<file path="src/rtl/fxp_pkg.sv">
// Shared fixed-point helpers: width arithmetic, saturation limits
// and mode encodings for the add/sub pipeline and later multiply/MAC blocks.
package fxp_pkg;

    typedef enum logic { TRUNC = 1'b0, RHU = 1'b1 } rnd_mode_e;
    typedef enum logic { WRAP = 1'b0, SAT = 1'b1 } ovf_mode_e;

    function automatic int fxp_max(input int a, input int b);
        return (a > b) ? a : b;
    endfunction

    function automatic logic [63:0] fxp_sat_max(input int w);
        return (64'd1 << (w - 1)) - 64'd1;
    endfunction

    function automatic logic [63:0] fxp_sat_min(input int w);
        return ~fxp_sat_max(w);
    endfunction

endpackage

</file>
<file path="src/rtl/fxp_round_sat.sv">
// Combinational requantiser: aligns a signed fixed-point value to the
// output fraction (round-half-up or floor), then saturates or wraps.
module fxp_round_sat
    import fxp_pkg::*;
#(
    parameter int IN_W = 9,
    parameter int IN_F = 4,
    parameter int WIO  = 4,
    parameter int WFO  = 4
) (
    input  logic [IN_W-1:0]    value,
    input  logic               rnd_en,
    input  logic               sat_en,
    output logic [WIO+WFO-1:0] result,
    output logic               ovf
);

    localparam int OW = WIO + WFO;
    localparam int D  = IN_F - WFO;
    localparam int AW = (D > 0) ? IN_W + 1 - D : IN_W - D;

    logic signed [AW-1:0] aligned;

    generate
        if (D > 0) begin : g_round
            localparam logic [IN_W:0] HALF = (IN_W + 1)'(1) << (D - 1);
            logic [IN_W:0] ext;
            logic          unused_lsb;
            // One guard bit keeps the rounding increment exact.
            assign ext = {value[IN_W-1], value}
                       + ((rnd_en == RHU) ? HALF : '0);
            assign aligned    = ext[IN_W:D];
            assign unused_lsb = ^ext[D-1:0];
        end else begin : g_pad
            logic unused_rnd;
            assign unused_rnd = rnd_en;
            if (D == 0) begin : g_eq
                assign aligned = value;
            end else begin : g_zp
                localparam int P = -D;
                assign aligned = {value, {P{1'b0}}};
            end
        end
    endgenerate

    generate
        if (AW <= OW) begin : g_widen
            logic unused_sat;
            assign unused_sat = sat_en;
            assign result = OW'(aligned);
            assign ovf    = 1'b0;
        end else begin : g_narrow
            localparam logic [OW-1:0] MAXV = OW'(fxp_sat_max(OW));
            localparam logic [OW-1:0] MINV = OW'(fxp_sat_min(OW));
            logic [AW-OW:0] hi_bits;
            logic           fits;
            assign hi_bits = aligned[AW-1:OW-1];
            assign fits    = (&hi_bits) | ~(|hi_bits);
            assign ovf     = ~fits;
            always_comb begin
                result = aligned[OW-1:0];
                if (!fits && sat_en == SAT) begin
                    result = aligned[AW-1] ? MINV : MAXV;
                end
            end
        end
    endgenerate

endmodule

</file>
<file path="src/rtl/fxp_addsub_pipe.sv">
// Two-stage streaming fixed-point add/sub with rounding, saturation,
// valid/ready handshake and sticky overflow.
module fxp_addsub_pipe
    import fxp_pkg::*;
#(
    parameter int WI1 = 4,
    parameter int WF1 = 4,
    parameter int WI2 = 4,
    parameter int WF2 = 4,
    parameter int WIO = 4,
    parameter int WFO = 4
) (
    input  logic                 clk,
    input  logic                 reset,
    input  logic [WI1+WF1-1:0]   in1,
    input  logic [WI2+WF2-1:0]   in2,
    input  logic                 sub,
    input  logic                 rnd_en,
    input  logic                 sat_en,
    input  logic                 in_valid,
    output logic                 in_ready,
    output logic [WIO+WFO-1:0]   out,
    output logic                 ovf,
    output logic                 out_valid,
    input  logic                 out_ready,
    output logic                 ovf_sticky,
    input  logic                 clear
);

    localparam int WI = fxp_max(WI1, WI2);
    localparam int WF = fxp_max(WF1, WF2);
    localparam int SW = WI + WF + 1;
    localparam int OW = WIO + WFO;

    logic [SW-1:0] a_ext;
    logic [SW-1:0] b_ext;
    logic [SW-1:0] addsub;

    logic [SW-1:0] s1_sum_q, s1_sum_d;
    logic          s1_rnd_q, s1_rnd_d;
    logic          s1_sat_q, s1_sat_d;
    logic          s1_valid_q, s1_valid_d;
    logic [OW-1:0] out_q, out_d;
    logic          ovf_q, ovf_d;
    logic          out_valid_q, out_valid_d;
    logic          sticky_q, sticky_d;

    logic [OW-1:0] rs_result;
    logic          rs_ovf;
    logic          s1_adv;
    logic          s2_adv;

    // One spare integer bit makes the add/sub exact.
    assign a_ext  = SW'($signed(in1)) << (WF - WF1);
    assign b_ext  = SW'($signed(in2)) << (WF - WF2);
    assign addsub = sub ? (a_ext + ~b_ext + SW'(1)) : (a_ext + b_ext);

    assign s2_adv   = !out_valid_q || out_ready;
    assign s1_adv   = !s1_valid_q || s2_adv;
    assign in_ready = s1_adv;

    fxp_round_sat #(
        .IN_W (SW),
        .IN_F (WF),
        .WIO  (WIO),
        .WFO  (WFO)
    ) u_round_sat (
        .value  (s1_sum_q),
        .rnd_en (s1_rnd_q),
        .sat_en (s1_sat_q),
        .result (rs_result),
        .ovf    (rs_ovf)
    );

    always_comb begin
        s1_valid_d  = s1_valid_q;
        s1_sum_d    = s1_sum_q;
        s1_rnd_d    = s1_rnd_q;
        s1_sat_d    = s1_sat_q;
        out_valid_d = out_valid_q;
        out_d       = out_q;
        ovf_d       = ovf_q;
        sticky_d    = sticky_q;
        if (s1_adv) begin
            s1_valid_d = in_valid;
            if (in_valid) begin
                s1_sum_d = addsub;
                s1_rnd_d = rnd_en;
                s1_sat_d = sat_en;
            end
        end
        if (s2_adv) begin
            out_valid_d = s1_valid_q;
            if (s1_valid_q) begin
                out_d = rs_result;
                ovf_d = rs_ovf;
            end
        end
        if (clear) begin
            sticky_d = 1'b0;
        end else if (out_valid_q && out_ready && ovf_q) begin
            sticky_d = 1'b1;
        end
    end

    always_ff @(posedge clk or negedge reset) begin
        if (!reset) begin
            s1_valid_q  <= 1'b0;
            s1_sum_q    <= '0;
            s1_rnd_q    <= 1'b0;
            s1_sat_q    <= 1'b0;
            out_valid_q <= 1'b0;
            out_q       <= '0;
            ovf_q       <= 1'b0;
            sticky_q    <= 1'b0;
        end else begin
            s1_valid_q  <= s1_valid_d;
            s1_sum_q    <= s1_sum_d;
            s1_rnd_q    <= s1_rnd_d;
            s1_sat_q    <= s1_sat_d;
            out_valid_q <= out_valid_d;
            out_q       <= out_d;
            ovf_q       <= ovf_d;
            sticky_q    <= sticky_d;
        end
    end

    assign out        = out_q;
    assign ovf        = ovf_q;
    assign out_valid  = out_valid_q;
    assign ovf_sticky = sticky_q;

endmodule

</file>
<file path="config.mk">
export PLATFORM = sky130hd
export DESIGN_NAME = fxp_addsub_pipe
export DESIGN_NICKNAME = d
export VERILOG_FILES = /design/src/rtl/fxp_pkg.sv /design/src/rtl/fxp_round_sat.sv /design/src/rtl/fxp_addsub_pipe.sv
export SDC_FILE = /design/constraint.sdc
export NUM_CORES = 1
export LEC_CHECK = 0
export ABC_CLOCK_PERIOD_IN_PS = 1800
export CORE_MARGIN = 1.5
export CORE_UTILIZATION = 40
export CTS_CLUSTER_SIZE = 20
export DETAILED_ROUTE_END_ITERATION = 6
export GPL_ROUTABILITY_DRIVEN = 0
export PLACE_DENSITY = 0.65
export SLEW_MARGIN = 20
export SYNTH_ARGS = -nofsm -noshare
export SYNTH_HDL_FRONTEND = slang
export SYNTH_SLANG_ARGS = --single-unit
</file>
<file path="constraint.sdc">
create_clock -name clk -period 1.8 [get_ports clk]
set_clock_uncertainty 0.2 [all_clocks]
set_input_delay 0.27 -clock clk [delete_from_list [all_inputs] [get_ports clk]]
set_output_delay 0.27 -clock clk [all_outputs]
set_load 0.01 [all_outputs]
</file>
=== Yosys cells after proc, flatten, opt, wreduce, memory -nomap -nowiden ===
Cells that the tools add are included.

* Output and inout bits: 12
* Bits in registers: 22
* Logic and storage cells: 32

* Bitwise operators: 4
* Mux-type cells: 5
* Reduce and logical (&&, ||, !) cells: 13
* Add/subtract/negate cells: 3

{| class="wikitable"
|+ Operators with widths
! operator !! count
|-
| two-way mux 8 bit || 2
|-
| adder 8 x 8 -> 9 bit || 1
|-
| adder 9 x 1 -> 9 bit, second input constant || 1
|-
| adder 9 bit || 1
|-
| two-way mux 9 bit || 1
|-
| NOT 9 bit || 1
|-
| AND reduction 2 bit || 3
|-
| logical AND 1 bit || 3
|-
| logical NOT 1 bit || 3
|-
| logical OR 1 bit || 2
|-
| two-way mux 1 bit || 2
|-
| NOT 1 bit || 2
|-
| nonzero test 2 bit || 1
|-
| OR reduction 2 bit || 1
|-
| bitwise OR 1 bit || 1
|}

=== Longest topological paths before layout ===
Gate-level depths: netlist of run 1.

* Word-level depth: 6
* Depth in mapped cells: 9
* Gate-level depth less buffers: 9

=== Cells and area by module ===
From an unflattened synthesis of run 1, not the netlist that was laid out.

* Cells, all modules: 191
* Area, all modules: 1808.0 sq um

{| class="wikitable"
|+ By module, submodules not included
! module !! instances !! area each (sq um) !! cells each
|-
| fxp_addsub_pipe || 1 || 1596.5 || 170
|-
| fxp_round_sat || 1 || 211.5 || 21
|}

=== Worst setup path before layout of run 1 ===
Ideal clock, no wire load.

* Path type: input -> register
* From: in in1[0]
* To: reg s1_sum_q[6]
* Stages: 8
* Arrival: 1.759 ns
* Slack: -0.254 ns
* Buffers on the path: 0
* Setup time: 0.096 ns
* Path through: ha_1 > inv_1 > fa_1 > o21ba_1 > o311ai_2 > nor3_1 > o31a_1 > o31ai_1

* Word-level cells in the longest chain between the ends: 3
* Elaborated cells between the ends (all ways): 4

{| class="wikitable"
|+ RTL lines
! what !! line !! text
|-
| from (decl) || fxp_addsub_pipe.sv:15 || <nowiki>input logic [WI1+WF1-1:0] in1,</nowiki>
|-
| adder 9 bit || fxp_addsub_pipe.sv:56 || <nowiki>assign addsub = sub ? (a_ext + ~b_ext + SW'(1)) : (a_ext + b_ext);</nowiki>
|-
| adder 9 x 1 -> 9 bit || fxp_addsub_pipe.sv:56 ||
|-
| two-way mux 9 bit (*) || fxp_addsub_pipe.sv:56 ||
|-
| to (signal assigned) || fxp_addsub_pipe.sv:118 || <nowiki>s1_sum_q <= s1_sum_d;</nowiki>
|-
| to (decl) || fxp_addsub_pipe.sv:39 || <nowiki>logic [SW-1:0] s1_sum_q, s1_sum_d;</nowiki>
|}

Mark *: on every way between the ends. The rest lies on a longest branch, timed or not.
A chain may end at the register's enable or synchronous reset.

=== Worst setup path after layout of run 1 ===
Ends and elaborated chain as after synthesis.

==> impl_metrics.sql, run 1 <==
INSERT INTO impl_metrics (metric_group, metric, value, unit) VALUES
('clocking', 'clock_sink_count', '22', ''),
('placement', 'place_inst', '310', ''),
('logic_synthesis', 'postSynthNetCount', '244', ''),
('logic_synthesis', 'most_frequent_cells_after_synthesis', 'sky130_fd_sc_hd__nand2_1, sky130_fd_sc_hd__dfrtp_1, sky130_fd_sc_hd__o21ai_0', ''),
('setup_path', 'worst_setup_path_start_kind', 'input pin', ''),
('setup_path', 'ff_to_ff_setup_slack', '0.08', 'ns'),
('timing', 'finalHoldViolCount', '0', ''),
('power_and_ir_drop', 'vdd.ir_drop.worst', '0.349', 'mV'),
('route', 'routed-via-count', '1669', ''),
('timing', 'finalSetupViolations', '3', ''),
('logic_synthesis', 'async_flop_share', '100', '%'),
('power_and_ir_drop', 'netSwitchingFraction', '31.3', '%'),
('cells_and_area', 'area_delta_synth_final', '60.6', '%'),
('clocking', 'clk-insertion-delay-late', '0.26', 'ns'),
('outcome', 'outcome', 'finished with violations', ''),
('global_route', 'groute.usage.overall', '17.4', '%'),
('die', 'floorplan.io_pins', '36', ''),
('route', 'initialDrtViolationCount', '89', ''),
('timing', 'final.min_clock_period', '1.91', 'ns'),
('route', 'detailroute.wirelength.met2', '2000', 'um'),
('clocking', 'clock_pin_slew_on_the_worst_setup_and_hold_paths', '0.08', 'ns'),
('setup_path', 'cp_max_fo', '2', ''),
('setup_path', 'crit_start', 'in1[0]', ''),
('route', 'routed_metal_1_wire_length', '1780', 'um'),
('global_route', 'overflow', '0', ''),
('outcome', 'violated_checks', 'negative setup slack', ''),
('timing', 'postLayoutSetupSlackWorst', '-0.105', 'ns'),
('logic_synthesis', 'synthFlopType', 'sky130_fd_sc_hd__dfrtp_1', ''),
('route', 'dr.max_layer_used', 'met4', ''),
('logic_synthesis', 'netlist_top_cells_area', 'sky130_fd_sc_hd__dfrtp_1, sky130_fd_sc_hd__ha_1, sky130_fd_sc_hd__nand2_1', ''),
('die', 'core_box_area', '0.00403', 'mm^2'),
('setup_path', 'cpPeakStageDelay', '0.37', 'ns'),
('setup_path', 'cp_capture_type', 'flip-flop', ''),
('die', 'die_area', '0.00459', 'mm^2'),
('setup_path', 'path_delay_family', 'adder cells', ''),
('die', 'fp.dieW', '67.8', 'um'),
('route', 'drt_pre_antenna_iters', '4', ''),
('placement', 'place.detailed.hpwl', '2830', 'um'),
('power_and_ir_drop', 'clock_power_share', '22.7', '%'),
('clocking', 'number_of_levels_the_h_tree_was_split_into', '1', ''),
('timing', 'grt_setup_unrepaired', 'yes', ''),
('power_and_ir_drop', 'power.total', '0.00201', 'W'),
('power_and_ir_drop', 'internal_power_consumption', '0.00138', 'W'),
('logic_synthesis', 'synthDistinctLibCells', '45', ''),
('setup_path', 'ordered_list_of_cells_on_the_worst_path', 'buf_8, inv_2, ha_2, inv_2, fa_2, a21oi_2, o21ai_2, and3_1, nor4_1, o31ai_2', ''),
('die', 'initial_core_utilization', '41.6', '%'),
('route', 'wl_met3', '112', 'um'),
('timing', 'totalNegativeSetupSlack', '-0.174', 'ns'),
('clocking', 'tritoncts', 'done', ''),
('timing', 'fin_worst_hold_slack', '0.145', 'ns'),
('die', 'die_height', '67.8', 'um'),
('logic_synthesis', 'register_bit_count_reported_by_yosys', '22', ''),
('timing', 'timing_worst_slew_pin_value', '0.333', 'ns'),
('setup_path', 'worst-endpoint-arrival', '1.86', 'ns'),
('route', 'detail_route.drc_violations', '0', ''),
('hold_path', 'holdCritPathClass', 'input pin to asynchronous set/reset pin', ''),
('route', 'vias_per_cell', '5.17', ''),
('setup_path', 'timing.critical_path.required', '1.75', 'ns'),
('setup_path', 'timing_worst_setup_path_type', 'input pin to flip-flop', ''),
('cells_and_area', 'net_count_reported_at_finish', '316', ''),
('power_and_ir_drop', 'power.leakage', '1.20', 'nW'),
('power_and_ir_drop', 'total_switching_power', '0.000628', 'W'),
('setup_path', 'worstReg2RegEnd', 's1_sum_q[7]', ''),
('setup_path', 'reg2reg_depth', '6', ''),
('cells_and_area', 'instances_no_fill', '323', ''),
('logic_synthesis', 'synth.avg_cell_area', '8.31', 'um^2'),
('route', 'routedWlPerCell', '12.2', 'um'),
('route', 'antenna_left', '0', ''),
('clocking', 'cts_inserted_buffers', '3', ''),
('power_and_ir_drop', 'power_density', '745', 'mW/mm^2'),
('logic_synthesis', 'yosys.area.top_type', 'sky130_fd_sc_hd__dfrtp_1', '');
==> cells in the final DEF, fill, tap and decap left out, types with 3 or more instances in the layout <==
| cell type | n |
|---|---|
| sky130_fd_sc_hd__inv_1 | 8 |
| sky130_fd_sc_hd__nor2_1 | 7 |
| sky130_fd_sc_hd__clkdlybuf4s15_1 | 5 |
| sky130_fd_sc_hd__clkdlybuf4s50_1 | 17 |
| sky130_fd_sc_hd__ha_1 | 6 |
| sky130_fd_sc_hd__o21ai_0 | 21 |
| sky130_fd_sc_hd__a21oi_1 | 5 |
| sky130_fd_sc_hd__dlygate4sd2_1 | 8 |
| sky130_fd_sc_hd__nand2_1 | 37 |
| sky130_fd_sc_hd__nand2b_1 | 6 |
| sky130_fd_sc_hd__inv_2 | 9 |
| sky130_fd_sc_hd__ha_2 | 3 |
| sky130_fd_sc_hd__nand3_1 | 3 |
| sky130_fd_sc_hd__nand4_1 | 3 |
| sky130_fd_sc_hd__ha_4 | 7 |
| sky130_fd_sc_hd__clkbuf_8 | 3 |
| sky130_fd_sc_hd__buf_4 | 37 |
| sky130_fd_sc_hd__dfrtp_1 | 22 |
==> state kept, by name, summed over array words and instances, names as in the netlist <==
name	count
out_valid	1
s1_sat_q	1
s1_sum_q	9
ovf_sticky	1
out	8
s1_valid_q	1
ovf	1
==> worst min-delay path by stage <==
stage	from	end	slack [ns]	cells past startpoint
after floorplan	reset	out[0]	-0.23	0
after global placement	out[2]	out[2]	0.26	2
after detailed placement	out[3]	out[3]	0.27	2
after CTS	in2[0]	s1_sum_q[0]	0.15	3
after global routing	reset	out[4]	0.16	2
final	reset	out[4]	0.14	2
==> final cells by class <==
type	instances	area (um^2)
Fill cell	345	1330
Multi-Input combinational cell	156	1300
Timing Repair Buffer	74	651
Sequential cell	22	551
Inverter	17	63.8
Tap cell	50	62.6
Clock buffer	3	41.3
Clock inverter	1	30.0
==> metal layers <==
| metal | vias to the layer above | global-route usage, % |
|---|---|---|
| met1 | 772 | 22.6 |
| met4 | 0 | 3.83 |
| met3 | 4 | 1.00 |
| met5 | - | 0 |
| met2 | 35 | 31.5 |
| li1 | 858 | - |
==> power groups by stage <==
stage | clock, W | combinational (W) | sequential, W
2_1_floorplan | 0 | 0.000365 | 0.000725
3_3_place_gp | 0 | 0.000730 | 0.000703
3_5_place_dp | 0 | 0.000738 | 0.000712
4_1_cts | 0.000462 | 0.000805 | 0.000701
5_1_grt | 0.000487 | 0.000952 | 0.000723
6_report | 0.000456 | 0.000854 | 0.000698
==> logic make-up after synthesis <==
| logic type | after synthesis | share of synthesized area (%) |
|---|---|---|
| fa+ha+maj | 18 | 14.3 |
| compound gates | 57 | 22.9 |
| mux | 4 | 2.54 |
| simple gates | 74 | 20.2 |
| xor+xnor | 3 | 1.57 |
| buf+inv | 24 | 5.67 |
| flops | 22 | 32.8 |
==> timing repair <==
item	CTS	global route
gates resized for setup	68	19
buffers inserted	6	3
pin swaps	22	18
hold endpoints to repair	0	0
setup endpoints to repair	9	5
==> metrics by stage <==
| step | cell area, um^2 | util [%] | worst slack, ns |
|---|---|---|---|
| after floorplan | 1710 | - | -0.218 |
| after global placement | 2330 | 57.7 | -0.829 |
| after detailed placement | 2330 | 57.7 | -0.862 |
| after CTS | 2590 | 64.3 | -0.103 |
| after global routing | 2700 | 66.9 | -0.163 |
| final | 2700 | 66.9 | -0.105 |
Note: power is estimated with default switching activity, not from simulation.
==> run 2, diff against run 1 <==
Settings changed: CORE_MARGIN 1.5 to unset.
==> run 2 against run 1 <==
The run still ends with negative setup slack left. First-iteration DRC count down 24%. Non-clock buffer count down 4. Die area down 2.9%. Sequential share of layout area up 0.48 points. Power down 8.8%. Sequential cell count unchanged. Routed wire length up 2.6%. Design area down 2.3%. Global-route usage up 1.9 points. Via count down 0.30%. Utilization down 1.1 points. Critical path type unchanged.
==> impl_metrics.sql, run 2 (synthesis gave the netlist of run 1 again) <==
INSERT INTO impl_metrics (metric_group, metric, value, unit) VALUES
('outcome', 'outcome', 'finished with violations', ''),
('outcome', 'violated_checks', 'negative setup slack', ''),
('cells_and_area', 'seq_area', '551', 'um^2'),
('setup_path', 'crit_start', 'in2[1]', ''),
('die', 'die_area', '0.00446', 'mm^2'),
('cells_and_area', 'most-common-layout-cells', 'sky130_fd_sc_hd__nand2_1, sky130_fd_sc_hd__buf_4, sky130_fd_sc_hd__dfrtp_1, sky130_fd_sc_hd__o21ai_0, sky130_fd_sc_hd__clkdlybuf4s50_1', ''),
('timing', 'finalSetupViolations', '3', ''),
('placement', 'place.detailed.hpwl', '2990', 'um'),
('placement', 'placement.io_buffers', '34', ''),
('timing', 'postLayoutSetupSlackWorst', '-0.120', 'ns'),
('run', 'max-cap-violations', '0', ''),
('route', 'routed-via-count', '1664', ''),
('route', 'antenna_left', '0', ''),
('cells_and_area', 'biggest_register', 's1_sum_q', ''),
('die', 'placement_rows', '23', ''),
('setup_path', 'reg2reg_depth', '5', ''),
('cells_and_area', 'multi_input_comb_area', '0.00129', 'mm^2'),
('timing', 'final.period_utilization', '107', '%'),
('clocking', 'clockRootBuffer', 'sky130_fd_sc_hd__clkbuf_8', ''),
('setup_path', 'ordered_list_of_cells_on_the_worst_path', 'clkdlybuf4s15_2, inv_2, fa_2, o21ba_4, o311ai_4, nor3_2, o31a_1, o31ai_1', ''),
('timing', 'timing_worst_slew_pin_value', '0.346', 'ns'),
('global_route', 'largest_net_degree_at_the_start_of_global_routing', '23', ''),
('power_and_ir_drop', 'power.leakage', '1.17', 'nW'),
('cells_and_area', 'layout.cells.most_common', 'sky130_fd_sc_hd__nand2_1', ''),
('route', 'routedWlPerCell', '12.7', 'um'),
('setup_path', 'crit_path_buffers_inverters', '2', ''),
('die', 'initial_core_utilization', '41.9', '%'),
('route', 'routed_wirelength', '4040', 'um'),
('timing', 'final.min_clock_period', '1.92', 'ns'),
('cells_and_area', 'antenna_cells', '0', ''),
('timing', 'timing.fmax', '521', 'MHz'),
('cells_and_area', 'net_count_reported_at_finish', '312', ''),
('clocking', 'cts_inserted_buffers', '3', ''),
('setup_path', 'cp_max_fo', '3', ''),
('setup_path', 'timing.critical_path.required', '1.76', 'ns'),
('die', 'core_box_area', '0.00400', 'mm^2'),
('route', 'drt_pre_antenna_iters', '4', ''),
('die', 'floorplan.io_pins', '36', ''),
('global_route', 'grt_first_pass_wirelength', '6600', 'um'),
('die', 'die_height', '66.8', 'um'),
('setup_path', 'endpoint', 's1_sum_q[6]', ''),
('cells_and_area', 'final_layout_size_suffix_gt1_share', '32.1', '%'),
('global_route', 'initial_antenna_violation_count', '0', ''),
('setup_path', 'cp_capture_type', 'flip-flop', ''),
('route', 'initialDrtViolationCount', '68', ''),
('setup_path', 'worst-endpoint-arrival', '1.88', 'ns'),
('power_and_ir_drop', 'power.total', '0.00183', 'W'),
('power_and_ir_drop', 'power_density', '695', 'mW/mm^2'),
('setup_path', 'worstReg2RegEnd', 's1_sum_q[7]', ''),
('cells_and_area', 'fillers', '352', ''),
('setup_path', 'path_delay_family', 'compound AO/OA/AOI/OAI gates', ''),
('setup_path', 'ff_to_ff_setup_slack', '0.14', 'ns'),
('route', 'vias_per_cell', '5.23', ''),
('global_route', 'groute.usage.overall', '19.3', '%'),
('clocking', 'number_of_levels_the_h_tree_was_split_into', '1', ''),
('timing', 'finalHoldViolCount', '0', ''),
('cells_and_area', 'area_delta_synth_final', '57.0', '%'),
('hold_path', 'holdCritPathClass', 'input pin to flip-flop', ''),
('setup_path', 'rr_startpoint', 'out_valid', ''),
('setup_path', 'crit_slowest_cell', 'sky130_fd_sc_hd__fa_2', ''),
('setup_path', 'worst_setup_path_start_kind', 'input pin', ''),
('die', 'fp.dieW', '66.8', 'um'),
('cells_and_area', 'largest_reg_flops', '9', ''),
('clocking', 'clock_sink_count', '22', ''),
('setup_path', 'crit_cells', '8', ''),
('route', 'detail_route.drc_violations', '0', ''),
('global_route', 'number_of_global_route_vias_before_repair', '1518', ''),
('global_route', 'overflow', '0', ''),
('setup_path', 'timing_worst_setup_path_type', 'input pin to flip-flop', ''),
('timing', 'grt_setup_unrepaired', 'yes', ''),
('timing', 'fin_worst_hold_slack', '0.129', 'ns'),
('clocking', 'clock_pin_slew_on_the_worst_setup_and_hold_paths', '0.07', 'ns'),
('clocking', 'clk-insertion-delay-late', '0.25', 'ns'),
('power_and_ir_drop', 'vdd.ir_drop.worst', '0.290', 'mV'),
('timing', 'worst_slew_margin_rel', '76.7', '%'),
('clocking', 'tritoncts', 'done', ''),
('clocking', 'clock_tree.buffer_depth', '2', ''),
('timing', 'report.final.slew_viol_count', '0', ''),
('setup_path', 'cpPeakStageDelay', '0.37', 'ns');
run 2: cell types whose count changed in the layout (fill, tap and decap cells not counted), moves of 2 or more:
cell | before | now
sky130_fd_sc_hd__nor2_4 | 2 | 0
sky130_fd_sc_hd__ha_1 | 6 | 8
sky130_fd_sc_hd__nor2_2 | 0 | 3
sky130_fd_sc_hd__buf_4 | 37 | 33
sky130_fd_sc_hd__ha_2 | 3 | 0
run 2: how the worst min path moves through the flow:
stage | cells past startpoint | to | from
after global routing | 3 | s1_sum_q[0] | in2[0]
after detailed placement | 2 | out[4] | out[4]
after global placement | 2 | out[1] | out[1]
after CTS | 3 | s1_sum_q[0] | in2[0]
after floorplan | 0 | out[0] | reset
final | 3 | s1_sum_q[0] | in2[0]
run 2: routing by layer:
metal / up-vias / GRT usage, % / wire, um
li1: 845 / - / -
met1: 783 / 23.9 / 1770
met2: 32 / 35.4 / 2130
met3: 4 / 1.03 / 107
met4: 0 / 5.59 / 31
met5: - / 0 / 0
run 2: final cells by class:
type | count | share of cell area (%)
clock buffer | 3 | 1.57
inverter | 17 | 2.42
multi-input combinational | 156 | 49.1
sequential | 22 | 20.9
tap | 50 | 2.38
timing repair buffer | 70 | 23.7
run 2: worst min-delay path, stage by stage:
cell and delay (ns):
sky130_fd_sc_hd__buf_8 0.08, sky130_fd_sc_hd__ha_4 0.12, sky130_fd_sc_hd__o21ai_0 0.07
run 2: what timing repair did:
item                       4_1_cts  5_1_grt
pin swaps                       19       13
buffers inserted                 1        1
setup endpoints to repair        9        5
hold buffers                     0        0
resized for setup               66       17
run 2: per-stage QoR:
stage	utilization, %	worst slack [ns]	instances	setup TNS [ns]	area, um^2
6_report	65.8	-0.120	318	-0.240	2630
3_5_place_dp	58.7	-0.857	313	-5.37	2350
3_3_place_gp	58.7	-0.835	313	-5.13	2350
5_1_grt	65.8	-0.160	318	-0.408	2630
4_1_cts	63.9	-0.121	317	-0.213	2550
2_1_floorplan	-	-0.218	202	-0.459	1710
run 2: report_power, final:
part,internal [W],switching (W)
combinational,0.000457,0.000383
clock,0.000149,0.000139
sequential,0.000615,0.0000892
==> run 3, diff against run 2 <==
Settings changed: CAP_MARGIN set to 20.
==> results of run 3 <==
No change in the layout: final DEF, timing and power equal those of run 2.
